--- src/rtl/delay_counter_if.sv ---
// Control/status bundle for delay_counter_param: run/load/mode in, count and strobes out.
interface delay_counter_if #(
  parameter int unsigned WIDTH = 16
);
  logic             run;
  logic             load;
  logic [WIDTH-1:0] load_value;
  logic             periodic;
  logic [WIDTH-1:0] count;
  logic             counted;
  logic             expired;

  modport master (
    output run, load, load_value, periodic,
    input  count, counted, expired
  );

  modport slave (
    input  run, load, load_value, periodic,
    output count, counted, expired
  );
endinterface

--- src/rtl/delay_counter_param.sv ---
// Reloadable down-counting delay timer with one-shot/periodic modes and expiry strobe.
// Optional prescaler enabled by defining DELAY_COUNTER_PRESCALE_EN.
module delay_counter_param #(
  parameter int unsigned      WIDTH        = 16,
  parameter logic [WIDTH-1:0] DEFAULT_LOAD = WIDTH'(10),
  parameter int unsigned      PRESCALE_DIV = 4
) (
  input logic             tick,
  input logic             clear,
  delay_counter_if.slave  bus
);

  typedef enum logic [1:0] {StIdle, StCount, StDone} state_e;

  state_e           r_state;
  logic [WIDTH-1:0] r_count;
  logic [WIDTH-1:0] r_reload;
  logic             r_counted;
  logic             r_expired;

  logic [WIDTH-1:0] w_reload_next;
  logic             w_step;

  // A load coinciding with a reload point takes effect for that reload.
  assign w_reload_next = bus.load ? bus.load_value : r_reload;

`ifdef DELAY_COUNTER_PRESCALE_EN
  localparam int unsigned DivW = (PRESCALE_DIV > 2) ? $clog2(PRESCALE_DIV) : 1;

  logic [DivW-1:0] r_div;

  assign w_step = (r_div == DivW'(PRESCALE_DIV - 1));
`else
  assign w_step = 1'b1;
`endif

  always_ff @(posedge tick) begin
    if (clear) begin
      r_state   <= StIdle;
      r_count   <= DEFAULT_LOAD;
      r_reload  <= DEFAULT_LOAD;
      r_counted <= 1'b0;
      r_expired <= 1'b0;
`ifdef DELAY_COUNTER_PRESCALE_EN
      r_div     <= '0;
`endif
    end else begin
      r_reload  <= w_reload_next;
      r_expired <= 1'b0;

      unique case (r_state)
        StIdle: begin
          r_count   <= w_reload_next;
          r_counted <= 1'b0;
          if (bus.run) begin
            r_state <= StCount;
          end
        end

        StCount: begin
          if (!bus.run) begin
            r_state <= StIdle;
            r_count <= w_reload_next;
          end else if (w_step) begin
            // A zero reload also lands here, so the count never wraps.
            if (r_count <= WIDTH'(1)) begin
              r_state   <= StDone;
              r_count   <= '0;
              r_counted <= 1'b1;
              r_expired <= 1'b1;
            end else begin
              r_count <= r_count - WIDTH'(1);
            end
          end
        end

        StDone: begin
          if (!bus.run) begin
            r_state   <= StIdle;
            r_count   <= w_reload_next;
            r_counted <= 1'b0;
          end else if (bus.periodic) begin
            r_state   <= StCount;
            r_count   <= w_reload_next;
            r_counted <= 1'b0;
          end
        end

        default: begin
          r_state   <= StIdle;
          r_count   <= w_reload_next;
          r_counted <= 1'b0;
        end
      endcase

`ifdef DELAY_COUNTER_PRESCALE_EN
      // Divider only runs while counting; any other state or a step zeroes it.
      if (r_state == StCount && bus.run && !w_step) begin
        r_div <= r_div + DivW'(1);
      end else begin
        r_div <= '0;
      end
`endif
    end
  end

  assign bus.count   = r_count;
  assign bus.counted = r_counted;
  assign bus.expired = r_expired;

endmodule
--- src/flat_wrapper.sv ---
// flat-port wrapper written by rule: the top's interface ports become plain ports
module delay_counter_param_flat 
#(
  parameter int unsigned      WIDTH        = 16,
  parameter logic [WIDTH-1:0] DEFAULT_LOAD = WIDTH'(10),
  parameter int unsigned      PRESCALE_DIV = 4
)
  (tick, clear, bus_run, bus_load, bus_load_value, bus_periodic, bus_count, bus_counted, bus_expired);
  delay_counter_if #(.WIDTH(WIDTH)) bus_i ();
  input logic tick;
  input logic clear;
  input wire logic [$bits(bus_i.run)-1:0] bus_run;
  input wire logic [$bits(bus_i.load)-1:0] bus_load;
  input wire logic [$bits(bus_i.load_value)-1:0] bus_load_value;
  input wire logic [$bits(bus_i.periodic)-1:0] bus_periodic;
  output wire logic [$bits(bus_i.count)-1:0] bus_count;
  output wire logic [$bits(bus_i.counted)-1:0] bus_counted;
  output wire logic [$bits(bus_i.expired)-1:0] bus_expired;
  assign bus_i.run = bus_run;
  assign bus_i.load = bus_load;
  assign bus_i.load_value = bus_load_value;
  assign bus_i.periodic = bus_periodic;
  assign bus_count = bus_i.count;
  assign bus_counted = bus_i.counted;
  assign bus_expired = bus_i.expired;
  delay_counter_param #(.WIDTH(WIDTH), .DEFAULT_LOAD(DEFAULT_LOAD), .PRESCALE_DIV(PRESCALE_DIV)) u_core (.tick(tick), .clear(clear), .bus(bus_i));
endmodule
--- config.mk ---
export PLATFORM = sky130hd
export DESIGN_NAME = delay_counter_param_flat
export DESIGN_NICKNAME = d
export VERILOG_FILES = /design/src/rtl/delay_counter_if.sv /design/src/rtl/delay_counter_param.sv /design/src/flat_wrapper.sv
export SDC_FILE = /design/constraint.sdc
export NUM_CORES = 1
export LEC_CHECK = 0
export CAP_MARGIN = 20
export CORE_UTILIZATION = 56
export CTS_BUF_LIST = sky130_fd_sc_hd__clkbuf_4
export DETAILED_ROUTE_END_ITERATION = 12
export PLACE_DENSITY = 0.95
export SLEW_MARGIN = 30
export SYNTH_ARGS = -nofsm -noshare
export SYNTH_HDL_FRONTEND = slang
export SYNTH_SLANG_ARGS = --single-unit
--- constraint.sdc ---
create_clock -name tick -period 4.95 [get_ports tick]
set_clock_uncertainty 0.15 [all_clocks]
set_input_delay 0.99 -clock tick [delete_from_list [all_inputs] [get_ports tick]]
set_output_delay 0.99 -clock tick [all_outputs]
set_load 0.05 [all_outputs]
=== After elaboration in Yosys (flattened, before gate mapping) ===
Index checks and enable logic that the tools add are counted.
Widths: inputs -> output; s select.

* Memories kept: 0
* Word-level logic and storage cells: 38
* Bits in read-only memories: 0
* Flip-flop bits (word level): 36
* Latch bits: 0
* Bits in writable memories: 0
* Output and inout port bits: 18

* $lt $le $gt $ge: 1
* Eq/ne operators: 7
* $add $sub $neg: 1
* Bitwise gates (word level): 2
* Reduce and logical (&&, ||, !) cells: 4
* Multiplexer cells: 18
* $mul: 0
* Div/mod/pow operators: 0
* Shift operators: 0

{| class="wikitable"
|+ Operator list
! kind !! number
|-
| $mux 16 || 5
|-
| $pmux 16 s2 || 1
|-
| $le 16x1->1 const B || 1
|-
| $sub 16x1->16 const B || 1
|-
| $mux 2 || 5
|-
| $pmux 2 s3 || 1
|-
| $reduce_and 3->1 || 2
|-
| $mux 1 || 5
|-
| $ne 2x2->1 const B || 2
|-
| $ne 3x2->1 const B || 1
|-
| $ne 3x3->1 const B || 1
|-
| $reduce_or 3->1 || 1
|-
| $eq 2x1->1 const B || 1
|-
| $eq 2x2->1 const B || 1
|-
| $logic_not 2->1 || 1
|-
| $ne 2x1->1 const B || 1
|-
| $not 1->1 || 2
|-
| $pmux 1 s2 || 1
|}

=== Logic depth before layout (Yosys ltp) ===
* Depth after elaboration: 4
* Depth in mapped cells: 7

=== Least setup slack after synthesis ===
No wires, ideal clock.

* Path kind: input to register
* Start: in bus_load
* End: reg u_core.r_count[5] (netlist: u_core.bus.count[5])
* Arrival: 2.126 ns
* Path slack: 2.538 ns
* Path buffers: 2
* Stages on the path: 6
* Cell sequence: clkbuf_1 buf_2 mux2i_1 nor2_1 a41oi_1 a31oi_1

* Cells in the longest elaborated chain, start to end: 4
* Elaborated cells on any way between the ends: 5

{| class="wikitable"
|+ RTL lines
! item !! line !! RTL
|-
| from (decl) || flat_wrapper.sv:13 || <nowiki>input wire logic [$bits(bus_i.load)-1:0] bus_load;</nowiki>
|-
| $mux 16 (*) || delay_counter_param.sv:25 || <nowiki>assign w_reload_next = bus.load ? bus.load_value : r_reload;</nowiki>
|-
| $mux 16 || delay_counter_param.sv:82 || <nowiki>end else if (bus.periodic) begin</nowiki>
|-
| $mux 16 || delay_counter_param.sv:78 || <nowiki>if (!bus.run) begin</nowiki>
|-
| $pmux 16 s2 (*) || delay_counter_param.sv:51 || <nowiki>unique case (r_state)</nowiki>
|-
| to (signal assigned) || delay_counter_param.sv:53 || <nowiki>r_count <= w_reload_next;</nowiki>
|-
| to (signal assigned) || delay_counter_param.sv:80 || <nowiki>r_count <= w_reload_next;</nowiki>
|-
| to (signal assigned) || delay_counter_param.sv:84 || <nowiki>r_count <= w_reload_next;</nowiki>
|-
| to (decl) || delay_counter_param.sv:16 || <nowiki>logic [WIDTH-1:0] r_count;</nowiki>
|}

Every way passes the cells marked *; elsewhere a longest branch is shown, timed or not. The select of a mux whose other input is x is not followed.
A chain may end at the register's enable or synchronous reset.

=== Worst setup path after layout ===
* Start: in bus_run
* End: reg u_core.r_count[10] (netlist: u_core.bus.count[10])

* Cells in the longest elaborated chain, start to end: 2
* Elaborated cells on any way between the ends: 4

{| class="wikitable"
|+ RTL lines
! item !! line !! RTL
|-
| from (decl) || flat_wrapper.sv:12 || <nowiki>input wire logic [$bits(bus_i.run)-1:0] bus_run;</nowiki>
|-
| $mux 16 (on tied branches) || delay_counter_param.sv:78, delay_counter_param.sv:61 ||
|-
| $pmux 16 s2 || delay_counter_param.sv:51 ||
|}

Parallel ways exist; a longest one is shown, timed or not.

==> reports/qor.csv <==
metric;value;unit
Vias/cell;6.37;
power per cell area;286;mW/mm²
worst skew pair latency;350;ps
GR Util All Layers;0.278;
RSZ-0062 raised after global routing;no;
initial core utilization;0.614;
Die X;57.9;µm
fraction of layout cells with a size suffix above 1;0.0628;
syn avg cell area;8.67;µm²
min cycle time layout;2940;ps
IO buf count;38;
Net Sw Frac;0.313;
final instance area;0.00220;mm²
crit-path cells;clkdlybuf4s50_1 > nand4bb_1 > nand2_1 > nor2_1 > a211oi_1 > a211oi_1;
CTS tree;done;
DRT iter0 DRCs;87;
mux cell area share after synthesis;0.0921;
CTS resizes;0;
Overflow after GRT;0;
largest family of logic cells by synthesized area;simple AND/OR/NAND/NOR gates;
Adder-Cell Fraction of Synth Area;0.0143;
Slew headroom;0.390;
Net Sw Power;0.000197;W
Placed Instance Area;0.00214;mm²
met2 wire len;2140;µm
crit path max fanout;17;
vias in the first global route;1606;
Clk pin slew, worst setup/hold paths;110;ps
failing checks;design-rule violations;
# fillers;208;
core area;0.00285;mm²
H-tree depth;2;
Post-Syn Area;0.00175;mm²
setup violators final;0;
final clock period utilization by the worst path;0.594;
Num CTS Buffers;5;
post-DR wirelength/cell;16.6;µm
post-layout util;0.771;
number of synthesized flops with an enable pin;0;
Ys Warns;0;
Worst Tran Pin Value;912;ps
Diodes inserted;0;
CP max stage delay;590;ps
GPL Wtd Cong;0.950;
part of the power in the clock network;0.257;
largest net degree at the start of global routing;29;
cts hold-fix bufs;0;
Gate Count Post-Synth;202;
status;finished with violations;
Pre-Repair DR Iteration Count;9;
P_int;0.000432;W
chip height;57.9;µm
ys flop type;dfxtp_1;
Required @ worst endpoint;5020;ps
full die area;0.00336;mm²
Max Fclk;340;MHz
Post-synth ARST share;0;
post-CTS setup buffer count;0;
M1 wire length;1860;µm
part of the power in registers;0.518;
layout net count;261;
XOR/XNOR Fraction of Synth Area;0.0200;
Synth cell types;49;
Antenna Nets Post-Route;0;
post-DP HPWL;3130;µm
DR vias;1721;
Total Power;0.000629;W
Clock Tree Buf Depth;2;
Sink Count;36;
startpoint class of the critical path;input pin;
Hold Crit Class;flop to flop;
max-cap check violation count;0;
WL final;4470;µm
CP dominant cell by count;a211oi_1;
floorplan row count;19;
P&R area growth vs syn;25.6;%
CP arrival;3010;ps
leak pwr;0.844;nW
I/O pin count;39;
routed length on met3;261;µm
first-pass GRT wire length;7090;µm
non-filler cells, final;270;
Worst VDD drop;249;µV
post-synthesis compound-gate area fraction;0.203;
Critical-path top delay cell;nand4bb_1;
final hold vios;0;
placed cell count;262;
Setup crit end kind;flop;
Root Buffer;clkbuf_4;
final slew viol count;0;
Net Count, Synth;225;
drt drc;2;
initial antenna violation count;0;
#FFs+latches synth;36;
highest metal used;met4;
TNS Setup;0;ps
sequential share of the synthesized area;0.411;
post-synthesis simple-gate area fraction;0.224;
CP Class;input pin to flop;
power share of the combinational group;0.225;
-- area by class of cell --
cell class                 count  area (µm²)  share of cell area
inverter                       5        18.8             0.00853
clock buffer                   7        52.6              0.0239
clock inverter                 1        3.75             0.00171
tap                           31        38.8              0.0176
timing repair buffer          40         395               0.180
sequential                    36         721               0.328
multi-input combinational    150         970               0.441
-- cells by family (layout without fill, tap and decap cells) --
kind of cell / count (synthesis) / count (layout)
simple gates: 72 / 72
compound gates: 56 / 56
flops: 36 / 36
mux: 16 / 16
buf+inv: 16 / 53
xor+xnor: 4 / 4
fa+ha+maj: 2 / 2
-- critical path: cells and delay by family --
family	cells	cell delay [ps]
buffers and inverters	1	560
AOI/OAI and AO/OA	2	360
and+or+nand+nor	3	1100
-- power by group through the flow --
stage	clock network (W)	logic, W	registers [W]
after floorplan	0	0.0000637	0.000357
after global placement	0	0.000137	0.000331
after detailed placement	0	0.000140	0.000332
after CTS	0.000161	0.000141	0.000325
after global routing	0.000176	0.000150	0.000328
final	0.000161	0.000141	0.000326
-- synth_stat cells, drive strengths merged, types with 2 or more instances --
master / n / area, µm²
a211o: 2 / 17.5
buf: 2 / 8.75
dfxtp: 36 / 721
xnor2: 2 / 17.5
ha: 2 / 25.0
and2: 2 / 12.5
inv: 4 / 15.0
nor3: 10 / 55.1
o311ai: 2 / 17.5
o21ai: 16 / 80.1
mux2i: 15 / 150
a21oi: 15 / 75.1
a31oi: 2 / 12.5
a21o: 2 / 15.0
nor4: 6 / 52.6
nor2b: 3 / 18.8
nand2: 14 / 52.6
or4: 4 / 37.5
clkbuf: 9 / 33.8
or3: 3 / 23.8
o22ai: 2 / 12.5
a32oi: 2 / 17.5
a211oi: 4 / 30.0
nor2: 24 / 90.1
xor2: 2 / 17.5
-- per-layer routing --
layer	vias up	track usage
li1	817	-
met1	806	0.333
met2	74	0.448
met3	24	0.0469
met4	0	0.201
met5	-	0
-- path summary, 6_finish.rpt --
path | from | to | slack [ps] | cells past startpoint
worst max-delay path | bus_run | u_core.bus.count[10] | 2010 | 6
worst min-delay path | u_core.r_reload[1] | u_core.r_reload[1] | 340 | 2
worst max register to register | u_core.bus.count[0] | u_core.bus.count[10] | 2590 | 7
worst min register to register | u_core.r_reload[1] | u_core.r_reload[1] | 340 | 2
-- metrics by stage --
| step | hold slack (ps) | worst slack, ps |
|---|---|---|
| detailed placement | 315 | 1710 |
| global route | 380 | 1910 |
| floorplan | 283 | 2540 |
| finish | 343 | 2010 |
| global placement | 309 | 1830 |
| CTS | 341 | 2030 |
-- flip-flops by register name, summed over array words and instances, names as in the netlist --
register	flops
u_core.r_reload	16
u_core.bus.count	16
u_core.bus.expired	1
u_core.r_state	2
u_core.bus.counted	1
-- layout by cell type (no fill, tap or decap), drive strengths merged, types with 3 or more instances in the layout --
master,netlist,layout
dfxtp,36,36
nor4,6,6
clkdlybuf4s50,0,38
nor3,10,10
inv,4,4
or4,4,4
or3,3,3
mux2i,15,15
a211oi,4,4
nor2b,3,3
nand2,14,14
o21ai,16,16
clkbuf,9,7
a21oi,15,15
nor2,24,24
No activity file was read; power rests on OpenSTA's default activity.
